===== config.mk =====
export PLATFORM = sky130hd
export DESIGN_NAME = alu_bist
export DESIGN_NICKNAME = d
export VERILOG_FILES = /design/src/rtl/alu_bist_pkg.sv /design/src/rtl/alu_bist_lfsr.sv /design/src/rtl/alu_bist.sv
export SDC_FILE = /design/constraint.sdc
export NUM_CORES = 1
export LEC_CHECK = 0
export CORE_MARGIN = 2
export CORE_UTILIZATION = 50
export CTS_BUF_LIST = sky130_fd_sc_hd__clkbuf_4 sky130_fd_sc_hd__clkbuf_8 sky130_fd_sc_hd__clkbuf_16
export DETAILED_ROUTE_END_ITERATION = 6
export PLACE_DENSITY_LB_ADDON = 0.05
export SLEW_MARGIN = 5
export SYNTH_ARGS = -nofsm -noshare
export SYNTH_HDL_FRONTEND = slang
export SYNTH_SLANG_ARGS = --single-unit

===== constraint.sdc =====
create_clock -name clk -period 3.6 [get_ports clk]
set_input_delay 0.72 -clock clk [delete_from_list [all_inputs] [get_ports clk]]
set_output_delay 0.72 -clock clk [all_outputs]
set_load 0.005 [all_outputs]

===== src/rtl/alu_bist_pkg.sv =====
// Shared definitions for the ALU BIST sequencer: FSM encoding, LFSR/MISR
// polynomial, ALUOp sizing and the Galois step helper.
package alu_bist_pkg;

  typedef enum logic [1:0] {
    IDLE = 2'd0,
    RUN  = 2'd1,
    DONE = 2'd2
  } state_e;

  // x^32 + x^22 + x^2 + x + 1, Galois form
  localparam logic [31:0] LFSR_POLY = 32'h0040_0007;
  localparam int unsigned OP_W      = 5;
  localparam int unsigned OP_COUNT  = 32;

  function automatic logic [31:0] lfsr_step(input logic [31:0] x);
    return {x[30:0], 1'b0} ^ (x[31] ? LFSR_POLY : 32'h0000_0000);
  endfunction

endpackage


===== src/rtl/alu_bist_lfsr.sv =====
// 32-bit Galois LFSR register with synchronous load, step enable and a
// data term XORed into the step (data tied to zero gives a plain LFSR).
module alu_bist_lfsr
  import alu_bist_pkg::*;
(
  input  logic        clk,
  input  logic        rst,
  input  logic        load,
  input  logic [31:0] load_val,
  input  logic        en,
  input  logic [31:0] data,
  output logic [31:0] value
);

  logic [31:0] value_q, value_d;

  always_comb begin
    value_d = value_q;
    if (load) begin
      value_d = load_val;
    end else if (en) begin
      value_d = lfsr_step(value_q) ^ data;
    end
  end

  always_ff @(posedge clk) begin
    if (rst) begin
      value_q <= '0;
    end else begin
      value_q <= value_d;
    end
  end

  assign value = value_q;

endmodule


===== src/rtl/alu_bist.sv =====
// ALU BIST sequencer: sweeps all ALUOp codes with LFSR operands and folds the
// responses into a MISR. Optional abort input under `ALU_BIST_ABORT_EN.
module alu_bist
  import alu_bist_pkg::*;
#(
  parameter int unsigned NUM_VECTORS = 256,
  parameter logic [31:0] LFSR_SEED   = 32'hACE1_1234,
  parameter logic [31:0] GOLDEN_SIG  = 32'h0000_0000
) (
  input  logic            clk,
  input  logic            rst,
  input  logic            start,
`ifdef ALU_BIST_ABORT_EN
  input  logic            abort,
`endif
  output logic            busy,
  output logic            done,
  output logic            pass,
  output logic [31:0]     signature,
  output logic [31:0]     alu_a,
  output logic [31:0]     alu_b,
  output logic [OP_W-1:0] alu_op,
  input  logic [31:0]     alu_c,
  input  logic            alu_zero
);

  localparam int unsigned CNT_W    = $clog2(NUM_VECTORS);
  localparam logic [CNT_W-1:0] CNT_LAST = CNT_W'(NUM_VECTORS - 1);
  localparam logic [OP_W-1:0]  OP_LAST  = OP_W'(OP_COUNT - 1);

  state_e           state_q, state_d;
  logic [OP_W-1:0]  op_q, op_d;
  logic [CNT_W-1:0] cnt_q, cnt_d;
  logic             busy_q, busy_d;
  logic             done_q, done_d;
  logic             pass_q, pass_d;
  logic [31:0]      sig_q, sig_d;

  logic        opnd_load, opnd_en, misr_load, misr_en, seed_sel;
  logic [31:0] a_load_val, b_load_val;
  logic [31:0] misr_q, misr_data, misr_next;
  logic        last_vec;

  // Response is sampled the same cycle its vector is presented (ALU is combinational)
  assign misr_data = alu_c ^ {31'b0, alu_zero};
  assign misr_next = lfsr_step(misr_q) ^ misr_data;
  assign last_vec  = (op_q == OP_LAST) && (cnt_q == CNT_LAST);
  assign a_load_val = seed_sel ? LFSR_SEED  : '0;
  assign b_load_val = seed_sel ? ~LFSR_SEED : '0;

  always_comb begin
    state_d   = state_q;
    op_d      = op_q;
    cnt_d     = cnt_q;
    busy_d    = busy_q;
    done_d    = done_q;
    pass_d    = pass_q;
    sig_d     = sig_q;
    opnd_load = 1'b0;
    opnd_en   = 1'b0;
    misr_load = 1'b0;
    misr_en   = 1'b0;
    seed_sel  = 1'b0;
    unique case (state_q)
      IDLE, DONE: begin
        if (start) begin
          state_d   = RUN;
          opnd_load = 1'b1;
          seed_sel  = 1'b1;
          misr_load = 1'b1;
          op_d      = '0;
          cnt_d     = '0;
          busy_d    = 1'b1;
          done_d    = 1'b0;
          pass_d    = 1'b0;
        end
      end
      RUN: begin
`ifdef ALU_BIST_ABORT_EN
        if (abort) begin
          state_d   = IDLE;
          opnd_load = 1'b1;
          op_d      = '0;
          cnt_d     = '0;
          busy_d    = 1'b0;
          done_d    = 1'b0;
          pass_d    = 1'b0;
        end else
`endif
        begin
          opnd_en = 1'b1;
          misr_en = 1'b1;
          if (last_vec) begin
            state_d   = DONE;
            sig_d     = misr_next;
            pass_d    = (misr_next == GOLDEN_SIG);
            done_d    = 1'b1;
            busy_d    = 1'b0;
            opnd_load = 1'b1;
            op_d      = '0;
            cnt_d     = '0;
          end else if (cnt_q == CNT_LAST) begin
            cnt_d = '0;
            op_d  = op_q + OP_W'(1);
          end else begin
            cnt_d = cnt_q + CNT_W'(1);
          end
        end
      end
      default: state_d = IDLE;
    endcase
  end

  always_ff @(posedge clk) begin
    if (rst) begin
      state_q <= IDLE;
      op_q    <= '0;
      cnt_q   <= '0;
      busy_q  <= 1'b0;
      done_q  <= 1'b0;
      pass_q  <= 1'b0;
      sig_q   <= '0;
    end else begin
      state_q <= state_d;
      op_q    <= op_d;
      cnt_q   <= cnt_d;
      busy_q  <= busy_d;
      done_q  <= done_d;
      pass_q  <= pass_d;
      sig_q   <= sig_d;
    end
  end

  alu_bist_lfsr u_lfsr_a (
    .clk      (clk),
    .rst      (rst),
    .load     (opnd_load),
    .load_val (a_load_val),
    .en       (opnd_en),
    .data     ('0),
    .value    (alu_a)
  );

  alu_bist_lfsr u_lfsr_b (
    .clk      (clk),
    .rst      (rst),
    .load     (opnd_load),
    .load_val (b_load_val),
    .en       (opnd_en),
    .data     ('0),
    .value    (alu_b)
  );

  alu_bist_lfsr u_misr (
    .clk      (clk),
    .rst      (rst),
    .load     (misr_load),
    .load_val ('0),
    .en       (misr_en),
    .data     (misr_data),
    .value    (misr_q)
  );

  assign busy      = busy_q;
  assign done      = done_q;
  assign pass      = pass_q;
  assign signature = sig_q;
  assign alu_op    = op_q;

endmodule


==> results of run 1 <==
-- final timing paths --
check                                           startpoint  cells past startpoint                         end
worst max register to register      alu_op[0]$_SDFFE_PP0P_                      9  signature[20]$_SDFFE_PP0P_
worst min register to register  signature[22]$_SDFFE_PP0P_                      2  signature[22]$_SDFFE_PP0P_
worst max-delay path                alu_op[0]$_SDFFE_PP0P_                      9  signature[20]$_SDFFE_PP0P_
worst min-delay path            signature[22]$_SDFFE_PP0P_                      2  signature[22]$_SDFFE_PP0P_
-- cell usage in the layout (no fill, tap or decap), drive strengths merged, types with 2 or more instances in the layout --
master,synthesis,final
clkinv,0,3
inv,1,9
ha,3,3
nand4,9,9
nand2,40,40
a21oi,34,34
clkinvlp,0,2
o21ai,18,18
nor2,112,112
xor2,6,6
nand2b,4,4
and4,2,2
nand3,7,7
buf,25,8
and3,2,2
dfxtp,146,146
nor2b,2,2
xnor2,37,37
clkdlybuf4s50,0,138
clkbuf,21,18
mux2i,2,2
nor3,23,23
nor4,3,3
a211oi,56,56
a22o,30,30
a32oi,2,2
-- power by group through the flow --
stage	Clock, W	Combinational [W]	Sequential (W)
2_1_floorplan	0	0.000232	0.00177
3_3_place_gp	0	0.000407	0.00178
3_5_place_dp	0	0.000416	0.00179
4_1_cts	0.00171	0.000419	0.00175
5_1_grt	0.00179	0.000462	0.00176
6_report	0.00168	0.000416	0.00175
-- critical path, stage by stage (launching register included) --
cell	delay, ps
dfxtp_1	390
ha_1	210
and3_1	170
ha_1	220
and4_1	250
nand2_2	280
nor2_4	150
buf_4	510
nor2_1	110
a211oi_1	260
-- kinds of logic after synthesis --
kind of cell | after synthesis | synth area share, %
flops | 146 | 52.8
simple gates | 209 | 16.8
fa+ha+maj | 3 | 0.678
compound gates | 149 | 18.7
buf+inv | 47 | 3.69
xor+xnor | 43 | 6.81
mux | 3 | 0.565
-- state kept, by name, indices dropped and copies added, names as in the netlist --
signal	count
signature	32
u_lfsr_a.value	32
u_lfsr_b.value	32
u_misr.value	32
cnt_q	8
alu_op	5
state_q	2
busy	1
done	1
pass	1
-- layer usage --
| metal | vias up | track usage [%] |
|---|---|---|
| li1 | 2352 | - |
| met1 | 2189 | 29.4 |
| met2 | 168 | 36.2 |
| met3 | 25 | 7.89 |
| met4 | 0 | 8.95 |
| met5 | - | 0 |
-- per-stage QoR --
stage | worst slack [ps] | hold slack (ps) | utilization [%]
floorplan | 1630 | 449 | -
detailed placement | 880 | 456 | 64.2
finish | 927 | 465 | 69.4
CTS | 922 | 468 | 69.4
global placement | 914 | 454 | 64.2
global route | 710 | 480 | 69.4
-- cell type report --
cell class	instances	share of cell area, %
flip-flops and latches	146	38.8
multi-input cells	407	32.1
repair buffers	146	19.1
clock buffers	18	5.69
well taps	140	2.33
clock inverters	14	1.90
inverters	1	0.0499
==> impl_metrics.toml, run 1 <==
[detailed_routing]
wirelength_met1_mm = 5.77
vias = 4734
dr_wl_met3_um = 984
finalWirelength_mm = 13.4
first_pass_iters = 4
wire_per_inst_um = 15.3
drc = 0
met2_length_mm = 6.33
drtIter0Drc = 223
top_layer = "met4"
ant_nets = 0
vias_per_cell = 5.43

[sta]
tns_ps = 0
min_period_over_period_pct = 74.2
rsz0062_at_grt = "false"
maxSlewHeadroom_pct = 19.0
maxSlewViolCount = 0
setup_viol = 0
hold_viol_final = 0
timing.fmax_mhz = 374
tightest_slew_ps = 1210
min_period_ps = 2670
finClkSkew_ps = 10.3

[placed_design]
dpl_cell_area_um2 = 6960
dpl.cell_count = 840
gp_congestion = 0.804
hpwlAfterDp_mm = 9.09
port_buffers = 139

[clock_network]
cts_tree = "built"
clock_sinks = 146
cts.htree.levels = 4
cts_buffer_depth = 2
path_clk_slew_ps = 60
cts_root_buf = "clkbuf_8"
post_cts_resized = 0
holdBufCountCts = 0
insertion_delay_ps = 520
cts_setup_buffers = 0
cts_buffers = 17

[yosys]
synth-edff-count = 0
ys.flop_type = "dfxtp_1"
avgSynthCellArea_um2 = 9.22
syn-num-nets = 639
synth_top_area_cell = "dfxtp_1"
synthCells = 600
synth_seq_cells = 146
yosys_warnings = 0
async_flop_share_pct = 0
ys_seq_area_share_pct = 52.8
ys_types = 46
yosysMostFrequentCell = "dfxtp_1"
yosys-top-cells-area = "dfxtp_1 (53%), a211oi_1 (7.6%), nor2_1 (7.4%)"
synthesis.area_um2 = 5530
synth_common_cells = "dfxtp_1 (146), nor2_1 (109), a211oi_1 (56), nand2_1 (39), xnor2_1 (37)"
yosysTopAreaCellShare_pct = 52.8

[floorplanning]
die-area_um2 = 11900
placementRows = 38
pin_count = 140
coreArea_um2 = 10800
start_util_pct = 51.1
die_w_um = 109
fp.dieH_um = 109

[min_path]
hold_path.class = "flop to flop"

[pwr]
ir_drop_uv = 262
clkPwrFrac_pct = 43.7
switching_share_pct = 25.9
power_frac_comb_pct = 10.8
p_per_area_nw_per_um2 = 511
p_leak_nw = 2.67
p_int_w = 0.00285
power_w = 0.00385
power.switching_w = 0.000997
p_seq_share_pct = 45.5

[critical_path]
start_kind = "flop"
r2r_setup_slack_ps = 930
cp_max_fo = 64
worstPathRequired_ps = 4030
crit_arrival_ps = 3100
worstSetupPathType = "flop to flop"
end_kind = "flop"

[job]
max-cap-violations = 0

[global_route]
grt_pass1_wl_mm = 21.4
grt_util_all_layers_pct = 23.1
antenna_found_initial = 0
grt_start_max_net_pins = 65
grt-ovfl-total = 0
grt_pass1_vias = 4435

[final_layout]
diodes = 0
fin_area_um2 = 7530
instances_no_fill = 872
drive_gt1_share_pct = 6.83
multi_input_area_um2 = 2410
n_fill_cell = 918
nets = 758
area_growth_pct = 36.0
regArea_um2 = 2920

[outcome]
status = "finished, final reports clean"
(Power assumes the default switching activity.)
==> inputs of run 2 (changes only) <==
--- a/config.mk
+++ b/config.mk
@@ -6,7 +6,7 @@
 export NUM_CORES = 1
 export LEC_CHECK = 0
 export CORE_MARGIN = 2
-export CORE_UTILIZATION = 50
+export CORE_UTILIZATION = 49
 export CTS_BUF_LIST = sky130_fd_sc_hd__clkbuf_4 sky130_fd_sc_hd__clkbuf_8 sky130_fd_sc_hd__clkbuf_16
 export DETAILED_ROUTE_END_ITERATION = 6
 export PLACE_DENSITY_LB_ADDON = 0.05
==> constraint.sdc (replaced) <==
create_clock -name clk -period 2.6 [get_ports clk]
set_input_delay 0.52 -clock clk [delete_from_list [all_inputs] [get_ports clk]]
set_output_delay 0.52 -clock clk [all_outputs]
set_load 0.005 [all_outputs]
==> impl_metrics.toml, run 2 (same netlist as run 1, synthesis figures left out) <==
[placed_design]
hpwlAfterDp_mm = 9.23
gp_congestion = 0.809
dpl_cell_area_um2 = 7010
port_buffers = 139

[clock_network]
cts_setup_buffers = 0
post_cts_resized = 0
holdBufCountCts = 0
insertion_delay_ps = 420
path_clk_slew_ps = 60
cts_tree = "built"
clock_sinks = 146
cts.htree.levels = 4
cts_root_buf = "clkbuf_16"
cts_buffers = 17
cts_buffer_depth = 2

[global_route]
grtUsageMet1_pct = 29.2
antenna_found_initial = 0
grt_start_max_net_pins = 65
grt_pass1_vias = 4557
grt-busiest-layer = "met2"
grt_use_met2_pct = 40.2
grt_util_all_layers_pct = 24.2
grt-ovfl-total = 0
grt.met3_usage_pct = 7.64
grt_pass1_wl_mm = 22.6

[final_layout]
diodes = 0
final_cell_mix = "dfxtp_1 (146), clkdlybuf4s50_1 (138), nor2_1 (108)"
area_growth_pct = 39.0
n_fill_cell = 866
fin_area_um2 = 7690
final_common_cell = "dfxtp_1"
drive_gt1_share_pct = 7.47
nets = 762

[sta]
finClkSkew_ps = 5.77
maxSlewViolCount = 0
tns_ps = 0
rsz0062_at_grt = "false"
maxSlewHeadroom_pct = 15.5
min_period_ps = 2170
setup_viol = 0
tightest_slew_ps = 1270
timing.fmax_mhz = 460
hold_viol_final = 0
min_period_over_period_pct = 83.6

[pwr]
ir_drop_uv = 555
p_seq_share_pct = 42.1
clkPwrFrac_pct = 47.6
power.switching_w = 0.00128
p_leak_nw = 2.75
p_per_area_nw_per_um2 = 748
power_frac_comb_pct = 10.3
switching_share_pct = 22.2
p_int_w = 0.00448

[critical_path]
r2r_cells = 9
worstReg2RegEnd = "signature[23]$_SDFFE_PP0P_"
start_kind = "flop"
r2r_setup_slack_ps = 430
end_kind = "flop"
r2r_start = "alu_op[0]$_SDFFE_PP0P_"
crit_arrival_ps = 2490
worstPathRequired_ps = 2920
cp_max_fo = 64
startpoint = "alu_op[0]$_SDFFE_PP0P_"
worstSetupPathType = "flop to flop"

[floorplanning]
coreArea_um2 = 10900
fp.dieH_um = 110
die_w_um = 110
start_util_pct = 50.6
pin_count = 140
die-area_um2 = 12200
placementRows = 38

[job]
max-cap-violations = 0

[detailed_routing]
wire_per_inst_um = 16.1
vias = 4827
drc = 0
first_pass_iters = 4
vias_per_cell = 5.51
finalWirelength_mm = 14.1
drtIter0Drc = 262
ant_nets = 0

[min_path]
worstHoldPathCells = 2
hold_path.class = "flop to flop"
min_from = "signature[0]$_SDFFE_PP0P_"
whs_endpoint = "signature[0]$_SDFFE_PP0P_"

[outcome]
status = "finished, final reports clean"
[run 2: changes by cell type in the layout (fill, tap and decap cells not counted)]
cell and change:
buf_4 +2, inv_8 -2, clkinvlp_4 -1, inv_6 -6, nor2b_2 +1, buf_12 +2
clkinv_2 +2, bufinv_16 +4, clkbuf_16 +1, clkbuf_8 +4, clkinv_4 -2, nor2b_1 -1
[run 2: worst max path at each step]
| stage | to | slack (ps) | depth (start not counted) |
|---|---|---|---|
| after floorplan | u_lfsr_b.value[31]$_SDFFE_PP0P_ | 630 | 8 |
| after global placement | u_lfsr_a.value[11]$_SDFFE_PP0P_ | 130 | 4 |
| after detailed placement | u_lfsr_a.value[24]$_SDFFE_PP0P_ | 70 | 4 |
| after CTS | signature[3]$_SDFFE_PP0P_ | 420 | 9 |
| after global routing | signature[3]$_SDFFE_PP0P_ | 170 | 9 |
| final | signature[23]$_SDFFE_PP0P_ | 430 | 9 |
[run 2: area by class of cell]
type	instances	area (um2)	share of cell area, %
clock inverter	9	173	2.24
inverter	1	3.75	0.0488
multi-input combinational	407	2420	31.4
sequential	146	2920	38.0
timing repair buffer	150	1490	19.4
clock buffer	23	508	6.60
tap	140	175	2.28
[run 2: power by group through the flow]
stage / registers, W / logic, W / clock network (W)
6_report: 0.00242 / 0.000594 / 0.00274
5_1_grt: 0.00243 / 0.000654 / 0.00289
4_1_cts: 0.00242 / 0.000598 / 0.00278
3_5_place_dp: 0.00247 / 0.000592 / 0
3_3_place_gp: 0.00247 / 0.000581 / 0
2_1_floorplan: 0.00245 / 0.000321 / 0
[run 2: worst max-delay path, cell delays in order (launching register included)]
cell,delay (ps)
dfxtp_1,390
ha_1,210
and3_1,170
ha_1,230
and4_1,260
nand2_2,100
nor2_4,110
buf_12,250
nor2_1,80
a211oi_1,240
[run 2: metrics by stage]
stage	power [W]	hold WS (ps)	util [%]	cells	setup slack (ps)
after CTS	0.00580	461	70.4	876	420
after floorplan	0.00278	449	-	600	629
after global placement	0.00305	450	64.1	844	127
final	0.00576	461	70.4	876	426
after detailed placement	0.00306	453	64.1	844	70.7
after global routing	0.00598	484	70.4	876	175
[run 2: layer usage]
layer,routed length (um),vias to the layer above
met5,0,-
met4,277,0
met3,884,24
met2,6970,152
met1,5990,2289
li1,-,2362
